--- config.mk ---
export PLATFORM = sky130hd
export DESIGN_NAME = uart_tx_fifo_cfg
export DESIGN_NICKNAME = d
export VERILOG_FILES = /design/src/rtl/uart_tx_fifo_cfg.sv
export SDC_FILE = /design/constraint.sdc
export NUM_CORES = 1
export LEC_CHECK = 0
export CAP_MARGIN = 25
export CORE_MARGIN = 8
export CORE_UTILIZATION = 45
export CTS_CLUSTER_SIZE = 28
export DETAILED_ROUTE_END_ITERATION = 6
export PLACE_DENSITY = 0.75
export REMOVE_ABC_BUFFERS = 1
export SYNTH_ARGS = -nofsm -noshare
export SYNTH_HDL_FRONTEND = slang
export SYNTH_SLANG_ARGS = --single-unit
--- constraint.sdc ---
create_clock -name clk -period 3.5 [get_ports clk]
set_clock_uncertainty 0.1 [all_clocks]
set_input_delay 0.875 -clock clk [delete_from_list [all_inputs] [get_ports clk]]
set_output_delay 0.875 -clock clk [all_outputs]
set_load 0.01 [all_outputs]
--- src/rtl/uart_tx_fifo_cfg.sv ---
// UART transmitter fed by a small input FIFO. The frame format is fixed by parameters.
// Queued words are sent back-to-back with no idle gap between frames.
module uart_tx_fifo_cfg #(
  parameter int CLK_FREQ   = 50000000,
  parameter int BAUD_RATE  = 115200,
  parameter int DATA_BITS  = 8,
  parameter int PARITY     = 0,
  parameter int STOP_BITS  = 1,
  parameter int FIFO_DEPTH = 4
) (
  input  logic                          clk,
  input  logic                          rst_n,
  input  logic [DATA_BITS-1:0]          s_data,
  input  logic                          s_valid,
  output logic                          s_ready,
  output logic                          tx,
  output logic                          busy,
  output logic [$clog2(FIFO_DEPTH):0]   fifo_level
);

  localparam int CPB = CLK_FREQ / BAUD_RATE;
  localparam int CW  = $clog2(CPB);
  localparam int AW  = $clog2(FIFO_DEPTH);
  localparam int LW  = AW + 1;
  localparam int BW  = $clog2(DATA_BITS);

  typedef enum logic [2:0] {
    S_IDLE   = 3'd0,
    S_START  = 3'd1,
    S_DATA   = 3'd2,
    S_PARITY = 3'd3,
    S_STOP   = 3'd4
  } state_t;

  state_t               state_q, state_d;
  logic [CW-1:0]        cnt_q, cnt_d;
  logic [BW-1:0]        bit_q, bit_d;
  logic                 stop_q, stop_d;
  logic [DATA_BITS-1:0] shift_q, shift_d;
  logic                 par_q, par_d;
  logic                 tx_q, tx_d;
  logic                 busy_q, busy_d;

  logic [DATA_BITS-1:0] mem [FIFO_DEPTH];
  logic [AW-1:0]        wr_q, rd_q;
  logic [LW-1:0]        lvl_q, lvl_d;
  logic                 full, empty, push, pop, bit_end;
  logic [DATA_BITS-1:0] head;

  assign full       = (lvl_q == LW'(FIFO_DEPTH));
  assign empty      = (lvl_q == '0);
  assign s_ready    = !full;
  assign push       = s_valid && !full;
  assign head       = mem[rd_q];
  assign bit_end    = (cnt_q == CW'(CPB - 1));
  assign tx         = tx_q;
  assign busy       = busy_q;
  assign fifo_level = lvl_q;

  always_comb begin
    state_d = state_q;
    cnt_d   = bit_end ? '0 : cnt_q + CW'(1);
    bit_d   = bit_q;
    stop_d  = stop_q;
    shift_d = shift_q;
    par_d   = par_q;
    pop     = 1'b0;
    case (state_q)
      S_IDLE: begin
        cnt_d = '0;
        if (!empty) begin
          pop     = 1'b1;
          shift_d = head;
          par_d   = (^head) ^ (PARITY == 2);
          state_d = S_START;
        end
      end
      S_START: begin
        if (bit_end) begin
          state_d = S_DATA;
          bit_d   = '0;
        end
      end
      S_DATA: begin
        if (bit_end) begin
          shift_d = shift_q >> 1;
          if (bit_q == BW'(DATA_BITS - 1)) begin
            state_d = (PARITY != 0) ? S_PARITY : S_STOP;
            stop_d  = 1'b0;
          end else begin
            bit_d = bit_q + BW'(1);
          end
        end
      end
      S_PARITY: begin
        if (bit_end) begin
          state_d = S_STOP;
          stop_d  = 1'b0;
        end
      end
      S_STOP: begin
        if (bit_end) begin
          if (stop_q == 1'(STOP_BITS - 1)) begin
            // Chain straight into the next frame when a word is waiting.
            if (!empty) begin
              pop     = 1'b1;
              shift_d = head;
              par_d   = (^head) ^ (PARITY == 2);
              state_d = S_START;
            end else begin
              state_d = S_IDLE;
            end
          end else begin
            stop_d = 1'b1;
          end
        end
      end
      default: begin
        state_d = S_IDLE;
        cnt_d   = '0;
      end
    endcase

    lvl_d = lvl_q + LW'(push) - LW'(pop);

    // tx is registered, so drive it from the state being entered.
    case (state_d)
      S_START:  tx_d = 1'b0;
      S_DATA:   tx_d = shift_d[0];
      S_PARITY: tx_d = par_d;
      default:  tx_d = 1'b1;
    endcase
    busy_d = (state_d != S_IDLE) || (lvl_d != '0);
  end

  always_ff @(posedge clk) begin
    if (!rst_n) begin
      state_q <= S_IDLE;
      cnt_q   <= '0;
      bit_q   <= '0;
      stop_q  <= 1'b0;
      shift_q <= '0;
      par_q   <= 1'b0;
      tx_q    <= 1'b1;
      busy_q  <= 1'b0;
      wr_q    <= '0;
      rd_q    <= '0;
      lvl_q   <= '0;
    end else begin
      state_q <= state_d;
      cnt_q   <= cnt_d;
      bit_q   <= bit_d;
      stop_q  <= stop_d;
      shift_q <= shift_d;
      par_q   <= par_d;
      tx_q    <= tx_d;
      busy_q  <= busy_d;
      lvl_q   <= lvl_d;
      if (push) wr_q <= wr_q + AW'(1);
      if (pop)  rd_q <= rd_q + AW'(1);
    end
  end

  always_ff @(posedge clk) begin
    if (push) mem[wr_q] <= s_data;
  end

endmodule

# == Yosys cells after proc, flatten, opt, wreduce, memory -nomap -nowiden ==
# Memory sizes are Yosys's and may differ from the RTL's. A register that Yosys moved wholly into a read port is not among the register bits.
# Index checks and enable logic that the tools add are counted.
# totals
out_inout_bits,6
mem_count,1
mem_bits_rw,32
wordCells,91
regBits,34
inputBits,11
# mem_list
name,depth,word_bits,read_ports,rd_clocked_by_memory_dff,wr,line_no,source
mem,4,8,1,1,1,44,logic [DATA_BITS-1:0] mem [FIFO_DEPTH];
# classes
n_reduce_logical,16
mux,37
n_bitwise,2
eq_ne,17
n_addsub,6
# op_table
operator,count
2-to-1 mux 8 bit,4
2-to-1 mux 3 bit,10
one-hot mux 8 bit (3 select lines),1
one-hot mux 3 bit (5 select lines),1
2-to-1 mux 1 bit,14
"inequality test 2 bit, second input constant",7
"== test 3 x 2 -> 1 bit, second input constant",4
nonzero test 3 bit,4
"adder 9 x 1 -> 9 bit, second input constant",1
"== test 3 bit, second input constant",3
"== test 9 bit, second input constant",1
AND reduction 4 bit,2
parity 8 bit,1
"== test 3 x 1 -> 1 bit, second input constant",2
logical NOT 3 bit,2
one-hot mux 1 bit (3 select lines),2
one-hot mux 3 bit (2 select lines),1
AND reduction 5 bit,1
"adder 2 x 1 -> 2 bit, second input constant",2
2-to-1 mux 2 bit,2
one-hot mux 1 bit (2 select lines),2
OR reduction 4 bit,1
adder 3 x 1 -> 3 bit,1
"adder 3 x 1 -> 3 bit, second input constant",1
other kinds (7),8

# == Depth between registers and ports, before layout ==
# Gate-level depths: netlist of run 1.
# depth
depth_word,8
ltp_mapped,14
ltp_nobuf,14

# == Worst setup path after synthesis of run 1 ==
# No wires, ideal clock.
# synth_timing
kind,register to register
startpoint,reg cnt_q[2]
endpoint,"reg busy_q, in the netlist busy"
arrival_ps,3034
n_path_buf,1
period_less_slack_ps,3269
required_ps,3265
path_stages_with_launch,14
slack_ps,231
setup_ps,135
cell_sequence,dfxtp_1 or4b_1 buf_2 o21ai_0 nand2_1 inv_1 ha_1 inv_1 ha_1 fa_1 xnor2_1 xnor2_1 a2111oi_0 a31oi_1
# synth_between
elab_chain_len,6
elab_cells_between_ends,12
cone_classes,add/sub (1); eq/ne (1); mux (7); reduce/logical (3)
# synth_rtl
element,line_no,source
start: declaration,36,"logic [CW-1:0] cnt_q, cnt_d;"
start signal: assignment,151,cnt_q <= cnt_d;
== test 9 bit,55,assign bit_end = (cnt_q == CW'(CPB - 1));
2-to-1 mux 1 bit,102,if (bit_end) begin
one-hot mux 1 bit (2 select lines),68,case (state_q)
net pop,47,"logic full, empty, push, pop, bit_end;"
subtractor 3 x 1 -> 3 bit,124,lvl_d = lvl_q + LW'(push) - LW'(pop);
nonzero test 3 bit,133,busy_d = (state_d != S_IDLE) || (lvl_d != '0);
logical OR 1 bit,133,
end signal: assignment,157,busy_q <= busy_d;
end: declaration,42,"logic busy_q, busy_d;"
# The timed path passes the listed nets, and every way through them passes these cells.
# A chain may end at the register's enable or synchronous reset.

# == Worst setup path after layout of run 1 ==
# Same ends and word-level chain as after synthesis.

==> results of run 1 <==
cell families after synthesis:
kind of cell	share of synthesized area, %
AND/OR/NAND/NOR	12.4
flip-flops	57.5
AO/OA/AOI/OAI	8.40
buffers and inverters	3.64
XOR/XNOR	6.06
adder cells (fa/ha/maj)	5.02
multiplexers	6.97
metal layers:
layer  up-vias  wire [um]
li1        913          -
met1       895       2210
met2        32       2480
met3        14        188
met4         0        109
met5         -          0
sequential cells by signal (all words and copies together), names as in the netlist, named ones only:
register / flops
mem: 32
cnt_q: 9
shift_q: 8
bit_q: 3
fifo_level: 3
state_q: 3
rd_q: 2
wr_q: 2
busy: 1
par_q: 1
tx: 1
Yosys cell counts, types with 5 or more instances:
cell type,instances,area (um^2)
a21oi_1,14,70.1
and2_1,5,31.3
and3_1,8,50.1
clkbuf_1,5,18.8
dfxtp_1,35,701
edfxtp_1,32,961
ha_1,10,125
inv_1,18,67.6
mux4_2,8,180
nand2_1,13,48.8
nand3_1,7,35.0
nor2_1,21,78.8
nor3_1,5,25.0
o21ai_0,5,25.0
o221ai_1,6,52.6
xnor2_1,16,140
worst paths after layout:
path / from / to / slack, ps / cells after the start
hold reg to reg: shift_q[3]$_SDFFE_PN0P_ / shift_q[3]$_SDFFE_PN0P_ / 350 / 2
setup / recovery: cnt_q[2]$_SDFF_PP0_ / busy$_SDFF_PN0_ / 260 / 12
hold / removal: shift_q[3]$_SDFFE_PN0P_ / shift_q[3]$_SDFFE_PN0P_ / 350 / 2
setup reg to reg: cnt_q[2]$_SDFF_PP0_ / busy$_SDFF_PN0_ / 260 / 12
stage by stage:
stage               total power [W]  hold slack [ps]
finish                      0.00251              353
global route                0.00266              383
CTS                         0.00254              352
detailed placement          0.00185              342
global placement            0.00183              334
floorplan                   0.00161              319
layout by cell type, fill, tap and decap left out, types with 4 or more instances in the layout:
cell / count
a21oi_1: 14
and2_1: 5
and3_1: 8
buf_4: 4
clkbuf_8: 9
clkdlybuf4s50_1: 16
dfxtp_1: 35
edfxtp_1: 32
ha_1: 10
inv_1: 18
mux4_2: 8
nand2_1: 13
nand3_1: 7
nor2_1: 21
nor3_1: 5
o21ai_0: 5
o221ai_1: 6
xnor2_1: 16
xor2_1: 4
power groups by stage:
stage	Clock (W)	Sequential (W)	Combinational [W]
finish	0.000682	0.00107	0.000760
detailed placement	0	0.00109	0.000762
global placement	0	0.00108	0.000747
CTS	0.000697	0.00107	0.000771
global route	0.000731	0.00109	0.000840
floorplan	0	0.00106	0.000547
final cells by class:
type | instances | area [um^2]
Timing Repair Buffer | 20 | 190
Fill cell | 543 | 2920
Tap cell | 77 | 96.3
Inverter | 18 | 67.6
Clock inverter | 7 | 91.3
Sequential cell | 67 | 1660
Clock buffer | 9 | 124
Multi-Input combinational cell | 148 | 1120
worst max-delay path: cells and delay by family (launching register included):
family          cells  cell delay, ps
fa+ha+maj           3             700
compound gates      3             820
buf+inv             2             190
flops               1             350
xor+xnor            2             280
simple gates        2             660
==> results.yml, run 1 <==
yosys:
  synth.yosys.seq_area_share_pct: 57.5
  synth_edf_count: 32
  ys_warn_count: 0
  avgSynthCellArea_um2: 11.9
  ys_types: 40
  ys.flop_type: "dfxtp_1"
  synthArstFlopShare_pct: 0
  netlist_instances: 242
  synth_seq_cells: 67
  syn-cell-area_mm2: 0.00289
die:
  die_x_um: 96.1
  die_area_mm2: 0.00924
  ios: 17
  initial_core_util_pct: 46.0
  die_h_um: 96.1
  rows: 29
  placeableCoreArea_mm2: 0.00628
critical_path:
  end_kind: "register"
  required_ps: 3600
  worst_path_largest_cell_delay_ps: 550
  start_kind: "register"
  cpMaxStageDelayCell: "or4b_1"
  worstSetupPathType: "reg2reg"
  path_cells: "or4b_1 -> o21ai_0 -> nand2_1 -> inv_1 -> ha_1 -> inv_1 -> ha_1 -> fa_1 -> xnor2_1 -> xnor2_1 -> a2111oi_0 -> a31oi_1"
  arrival_ps: 3350
  cp_max_fo: 5
sta:
  report.final.slew_viol_count: 0
  relSlewSlack_pct: 57.4
  rsz0062_at_grt: "no"
  tightest_slew_ps: 632
  setup_viol: 0
  setup_ws_ps: 257
  fmax_mhz: 308
  hold_viol: 0
  period_minus_slack_ps: 3240
  tns_ps: 0
  fin_crit_sh_pct: 92.6
global_route:
  grt_max_degree: 15
  grt_pass1_vias: 1916
  grt_pass1_wl_mm: 8.58
  grt_util_all_layers_pct: 12.2
  met3_usage_pct: 3.43
  use_met2_pct: 20.2
  use_met1_pct: 13.9
  overflow: 0
  antenna_found_initial: 0
  busiest_layer: "met2"
placed_design:
  place.detailed.hpwl_mm: 3.67
  pre_cts_slack_ps: -52.1
  numPlacedInstances: 330
  post_dp_cell_area_mm2: 0.00314
  port_buffers: 16
  gp_congestion: 0.834
drt:
  wire_per_inst_um: 14.4
  via_count: 1854
  routed_via_density: 5.36
  post-route-drc-count: 0
  ant_nets: 0
  drt-total-wl_mm: 4.99
  drt_iter0_drc: 140
  drtPass1Iterations: 6
clock_network:
  cts.htree.levels: 3
  cts_tree: "yes"
  post_cts_buffers: 0
  path_clk_slew_ps: 70
  insertion_delay_ps: 330
  clock_path_buffers: 2
  cts_root_buffer: "clkbuf_8"
  cts_repair_resize_count: 0
  cts_sinks: 67
  numCtsBuffers: 9
  cts_hold_buf: 0
power_and_ir_drop:
  internal_power_w: 0.00175
  p_leak_nw: 1.18
  swShare_pct: 30.3
  pwr-share-clk_pct: 27.2
  combPwrFrac_pct: 30.3
  vdd_drop_max_uv: 400
  p_switching_w: 0.000762
  power_density_mw_per_mm2: 748
  p_seq_share_pct: 42.6
run:
  drv_cap: 0
finish:
  synthToLayoutAreaGrowth_pct: 16.1
  n_antenna_cell: 0
  final_area_mm2: 0.00335
  fin_util_pct: 53.4
  layout.nets: 286
  fin_cells: 346
  drive_above_1_share_pct: 10.8
worst_hold_path:
  hold_path_class: "reg2reg"
outcome:
  outcome: "finished, final reports clean"
No activity file was read; power rests on OpenSTA's default activity.
==> inputs of run 2 (changes only) <==
- CORE_MARGIN: 8 -> default
==> run 2 against run 1 <==
  * Global-route usage is 5.0 points higher
  * Flip-flop and latch count stayed put
  * Worst hold slack worse by 6.2 ps
  * Fmax grew 0.45%
  * Non-clock buffer count is the same
  * Power up 0.78%
  * Worst setup slack gained 15 ps
  * Core utilization is 1.9 points higher
  * Sequential share of layout area unchanged
  * Via count fell by 0.27%
  * Critical path type is now in2reg
  * Largest cell class unchanged
==> results.yml, run 2 (synthesized netlist as in run 1, its figures left out) <==
global_route:
  grt_pass1_wl_mm: 8.29
  overflow: 0
  grt_pass1_vias: 1814
  grt_util_all_layers_pct: 17.2
  grt_max_degree: 15
  antenna_found_initial: 0
die:
  die_h_um: 82.1
  die_x_um: 82.1
  rows: 28
  initial_core_util_pct: 47.7
  die_area_mm2: 0.00675
  placeableCoreArea_mm2: 0.00606
  ios: 17
placed_design:
  pre_cts_slack_ps: -75.2
  place.detailed.hpwl_mm: 3.46
  gp_congestion: 0.823
  post_dp_cell_area_mm2: 0.00314
  port_buffers: 16
drt:
  routed_via_density: 5.38
  drt-total-wl_mm: 4.98
  via_count: 1849
  wire_per_inst_um: 14.5
  post-route-drc-count: 0
  ant_nets: 0
  drt_iter0_drc: 157
  drtPass1Iterations: 4
finish:
  drive_above_1_share_pct: 10.8
  largest_reg_flops: 32
  reg.largest.list: "mem: 32 flops, cnt_q: 9 flops, shift_q: 8 flops"
  final_common_cell: "dfxtp_1"
  layout_common_cells: "dfxtp_1 (35), edfxtp_1 (32), nor2_1 (21)"
  layout.nets: 286
  final_area_mm2: 0.00335
  fill_cells: 510
  n_antenna_cell: 0
  top_register: "mem"
  seqCellArea_mm2: 0.00166
  synthToLayoutAreaGrowth_pct: 16.1
  multiInputGateArea_mm2: 0.00112
critical_path:
  worstSetupPathType: "in2reg"
  cpMaxStageDelayCell: "clkdlybuf4s50_1"
  crit_buf_inv: 3
  cp_max_fo: 5
  reg2regPathDepth: 13
  start_kind: "input port"
  end_kind: "register"
  crit_family: "adder cells"
  required_ps: 3620
  worst_path_largest_cell_delay_ps: 510
  path_cells: "clkdlybuf4s50_1 -> and2_1 -> inv_1 -> ha_1 -> inv_1 -> ha_1 -> fa_1 -> xnor2_1 -> xnor2_1 -> a2111oi_1 -> a31oi_1"
  arrival_ps: 3350
  crit_cells: 11
power_and_ir_drop:
  power_density_mw_per_mm2: 754
  p_leak_nw: 1.18
  vdd_drop_max_uv: 376
  p_total_w: 0.00253
worst_hold_path:
  hold_depth: 2
  hold_path_class: "reg2reg"
sta:
  relSlewSlack_pct: 55.4
  setup_ws_ps: 272
  tightest_slew_ps: 662
  period_minus_slack_ps: 3230
  fmax_mhz: 310
  fin_crit_sh_pct: 92.2
  report.final.slew_viol_count: 0
  setup_viol: 0
  rsz0062_at_grt: "no"
  tns_ps: 0
  hold_viol: 0
clock_network:
  cts_tree: "yes"
  path_clk_slew_ps: 70
  cts_repair_resize_count: 0
  numCtsBuffers: 9
  insertion_delay_ps: 340
  post_cts_buffers: 0
  clock_path_buffers: 2
  cts_hold_buf: 0
  cts.htree.levels: 3
  cts_sinks: 67
  cts_root_buffer: "clkbuf_8"
outcome:
  outcome: "finished, final reports clean"
run:
  drv_cap: 0
==> run 2: path summary, 6_finish.rpt <==
kind | from | endpoint | slack [ps]
min reg2reg | shift_q[1]$_SDFFE_PN0P_ | shift_q[1]$_SDFFE_PN0P_ | 350
min | shift_q[1]$_SDFFE_PN0P_ | shift_q[1]$_SDFFE_PN0P_ | 350
max | s_valid | busy$_SDFF_PN0_ | 270
max reg2reg | cnt_q[0]$_SDFF_PP0_ | busy$_SDFF_PN0_ | 320
==> run 2: cell type report <==
cell class                      instances  area share (%)
Multi-Input combinational cell        148            33.5
Clock buffer                           10            3.80
Clock inverter                          6            2.65
Sequential cell                        67            49.5
Timing Repair Buffer                   20            5.67
Tap cell                               75            2.80
Inverter                               18            2.01
==> run 2: routing by layer <==
metal	vias up	wire, um	track usage [%]
met5	-	0	0
met4	0	120	9.65
met3	14	182	4.95
met2	36	2370	27.1
met1	884	2310	21.3
li1	915	-	-
==> run 2: worst min-delay path: stages (launching register included) <==
cell     delay (ps)
dfxtp_1         300
inv_1            50
a21oi_1          50
==> run 2: where the power goes <==
group / internal, W / switching [W]
Clock: 0.000402 / 0.000294
Combinational: 0.000390 / 0.000380
Sequential: 0.000964 / 0.0000999
==> run 2: through the flow <==
step | std cells | utilization [%] | hold WS [ps]
after floorplan | 233 | - | 319
after global placement | 328 | 51.8 | 334
after global routing | 344 | 55.3 | 363
after CTS | 344 | 55.3 | 348
after detailed placement | 328 | 51.8 | 337
final | 344 | 55.3 | 346
==> inputs of run 3 (changes only) <==
- CORE_MARGIN: default -> 4
==> run 3 against run 2 <==
  * Die area up 15%
  * Flip-flop and latch count unchanged
  * Clock power down 5.3%
  * Critical path depth unchanged
  * First-iteration DRC count down 19%
==> results.yml, run 3 (synthesized netlist as in run 1, its figures left out) <==
power_and_ir_drop:
  power_density_mw_per_mm2: 740
  swShare_pct: 31.9
  vdd_drop_max_uv: 442
  combPwrFrac_pct: 30.4
  p_seq_share_pct: 42.9
  pwr-share-clk_pct: 26.6
  p_leak_nw: 1.18
  internal_power_w: 0.00169
  p_switching_w: 0.000790
sta:
  report.final.slew_viol_count: 0
  fmax_mhz: 315
  setup_ws_ps: 326
  hold_viol: 0
  tns_ps: 0
  setup_viol: 0
  rsz0062_at_grt: "no"
  relSlewSlack_pct: 53.9
  fin_crit_sh_pct: 90.7
  period_minus_slack_ps: 3170
  tightest_slew_ps: 684
global_route:
  overflow: 0
  grt_util_all_layers_pct: 14.5
  met3_usage_pct: 5.93
  busiest_layer: "met2"
  use_met1_pct: 17.2
  grt_pass1_wl_mm: 8.37
  use_met2_pct: 23.7
  grt_pass1_vias: 1868
  antenna_found_initial: 0
  grt_max_degree: 15
placed_design:
  place.detailed.hpwl_mm: 3.47
  pre_cts_slack_ps: -41.9
  port_buffers: 16
  gp_congestion: 0.856
critical_path:
  cp_max_fo: 5
  crit_family: "adder cells"
  worst_path_largest_cell_delay_ps: 510
  cpMaxStageDelayCell: "clkdlybuf4s50_1"
  end_kind: "register"
  arrival_ps: 3300
  path_cells: "clkdlybuf4s50_1 -> and2_1 -> inv_1 -> ha_1 -> inv_1 -> ha_1 -> fa_1 -> xnor2_1 -> xnor2_1 -> a2111oi_0 -> a31oi_1"
  crit_buf_inv: 3
  required_ps: 3620
  start_kind: "input port"
  worstSetupPathType: "in2reg"
finish:
  layout_common_cells: "dfxtp_1 (35), edfxtp_1 (32), nor2_1 (21)"
  layout.nets: 287
  drive_above_1_share_pct: 11.9
  top_register: "mem"
  final_common_cell: "dfxtp_1"
  reg.largest.list: "mem: 32 flops, cnt_q: 9 flops, shift_q: 8 flops"
  n_antenna_cell: 0
  synthToLayoutAreaGrowth_pct: 15.9
  largest_reg_flops: 32
drt:
  drt_iter0_drc: 127
  routed_via_density: 5.28
  ant_nets: 0
  post-route-drc-count: 0
  wire_per_inst_um: 14.2
  drt-total-wl_mm: 4.89
  via_count: 1823
  drtPass1Iterations: 4
clock_network:
  cts_sinks: 67
  cts.htree.levels: 3
  insertion_delay_ps: 340
  numCtsBuffers: 9
  cts_root_buffer: "clkbuf_8"
  cts_tree: "yes"
  path_clk_slew_ps: 80
  clock_path_buffers: 2
  cts_hold_buf: 0
run:
  drv_cap: 0
die:
  die_x_um: 88.1
  die_area_mm2: 0.00777
  initial_core_util_pct: 47.7
  die_h_um: 88.1
  rows: 28
  placeableCoreArea_mm2: 0.00606
  ios: 17
outcome:
  outcome: "finished, final reports clean"
worst_hold_path:
  hold_path_class: "reg2reg"
[run 3: cell type report]
cell class,count,area [um^2]
fill,501,2710
sequential,67,1660
multi-input combinational,148,1120
timing repair buffer,21,198
clock buffer,9,124
tap,75,93.8
clock inverter,7,82.6
inverter,18,67.6
[run 3: per-stage QoR]
step / util [%] / total power (W) / hold slack, ps / area (um^2) / std cells
floorplan: - / 0.00161 / 319 / 2850 / 233
global placement: 51.9 / 0.00183 / 334 / 3140 / 329
detailed placement: 51.9 / 0.00184 / 336 / 3140 / 329
CTS: 55.3 / 0.00251 / 349 / 3350 / 345
global route: 55.3 / 0.00265 / 373 / 3350 / 345
finish: 55.3 / 0.00248 / 345 / 3350 / 345
[run 3: power by group through the flow]
stage | sequential (W) | combinational [W] | clock, W
2_1_floorplan | 0.00106 | 0.000547 | 0
3_3_place_gp | 0.00108 | 0.000750 | 0
3_5_place_dp | 0.00108 | 0.000760 | 0
4_1_cts | 0.00107 | 0.000766 | 0.000677
5_1_grt | 0.00109 | 0.000847 | 0.000721
6_report | 0.00106 | 0.000755 | 0.000660
[run 3: path summary, 6_finish.rpt]
| path | start | to | slack [ps] | depth (start not counted) |
|---|---|---|---|---|
| max reg2reg | cnt_q[2]$_SDFF_PP0_ | busy$_SDFF_PN0_ | 350 | 12 |
| min reg2reg | shift_q[1]$_SDFFE_PN0P_ | shift_q[1]$_SDFFE_PN0P_ | 350 | 2 |
| max | s_valid | busy$_SDFF_PN0_ | 330 | 11 |
| min | shift_q[1]$_SDFFE_PN0P_ | shift_q[1]$_SDFFE_PN0P_ | 350 | 2 |
[run 3: layer usage]
| metal | vias to the layer above | share of wire (%) |
|---|---|---|
| li1 | 923 | - |
| met1 | 863 | 45 |
| met2 | 29 | 49 |
| met3 | 8 | 3.6 |
| met4 | 0 | 1.5 |
| met5 | - | 0 |
[run 3: repair_timing]
item | CTS | global route
buffers inserted | 0 | 0
gates resized for setup | 0 | 1
endpoints found under the setup margin | 0 | 1
[run 3: worst reg2reg max path: cells and delay by family, from the launching register on]
kind                       cells  cell delay (ps)
DFF                            1              350
AOI/OAI and AO/OA              3              750
xor gates and xnor gates       2              270
buffers and inverters          2              190
and+or+nand+nor                2              670
adders and majority gates      3              700
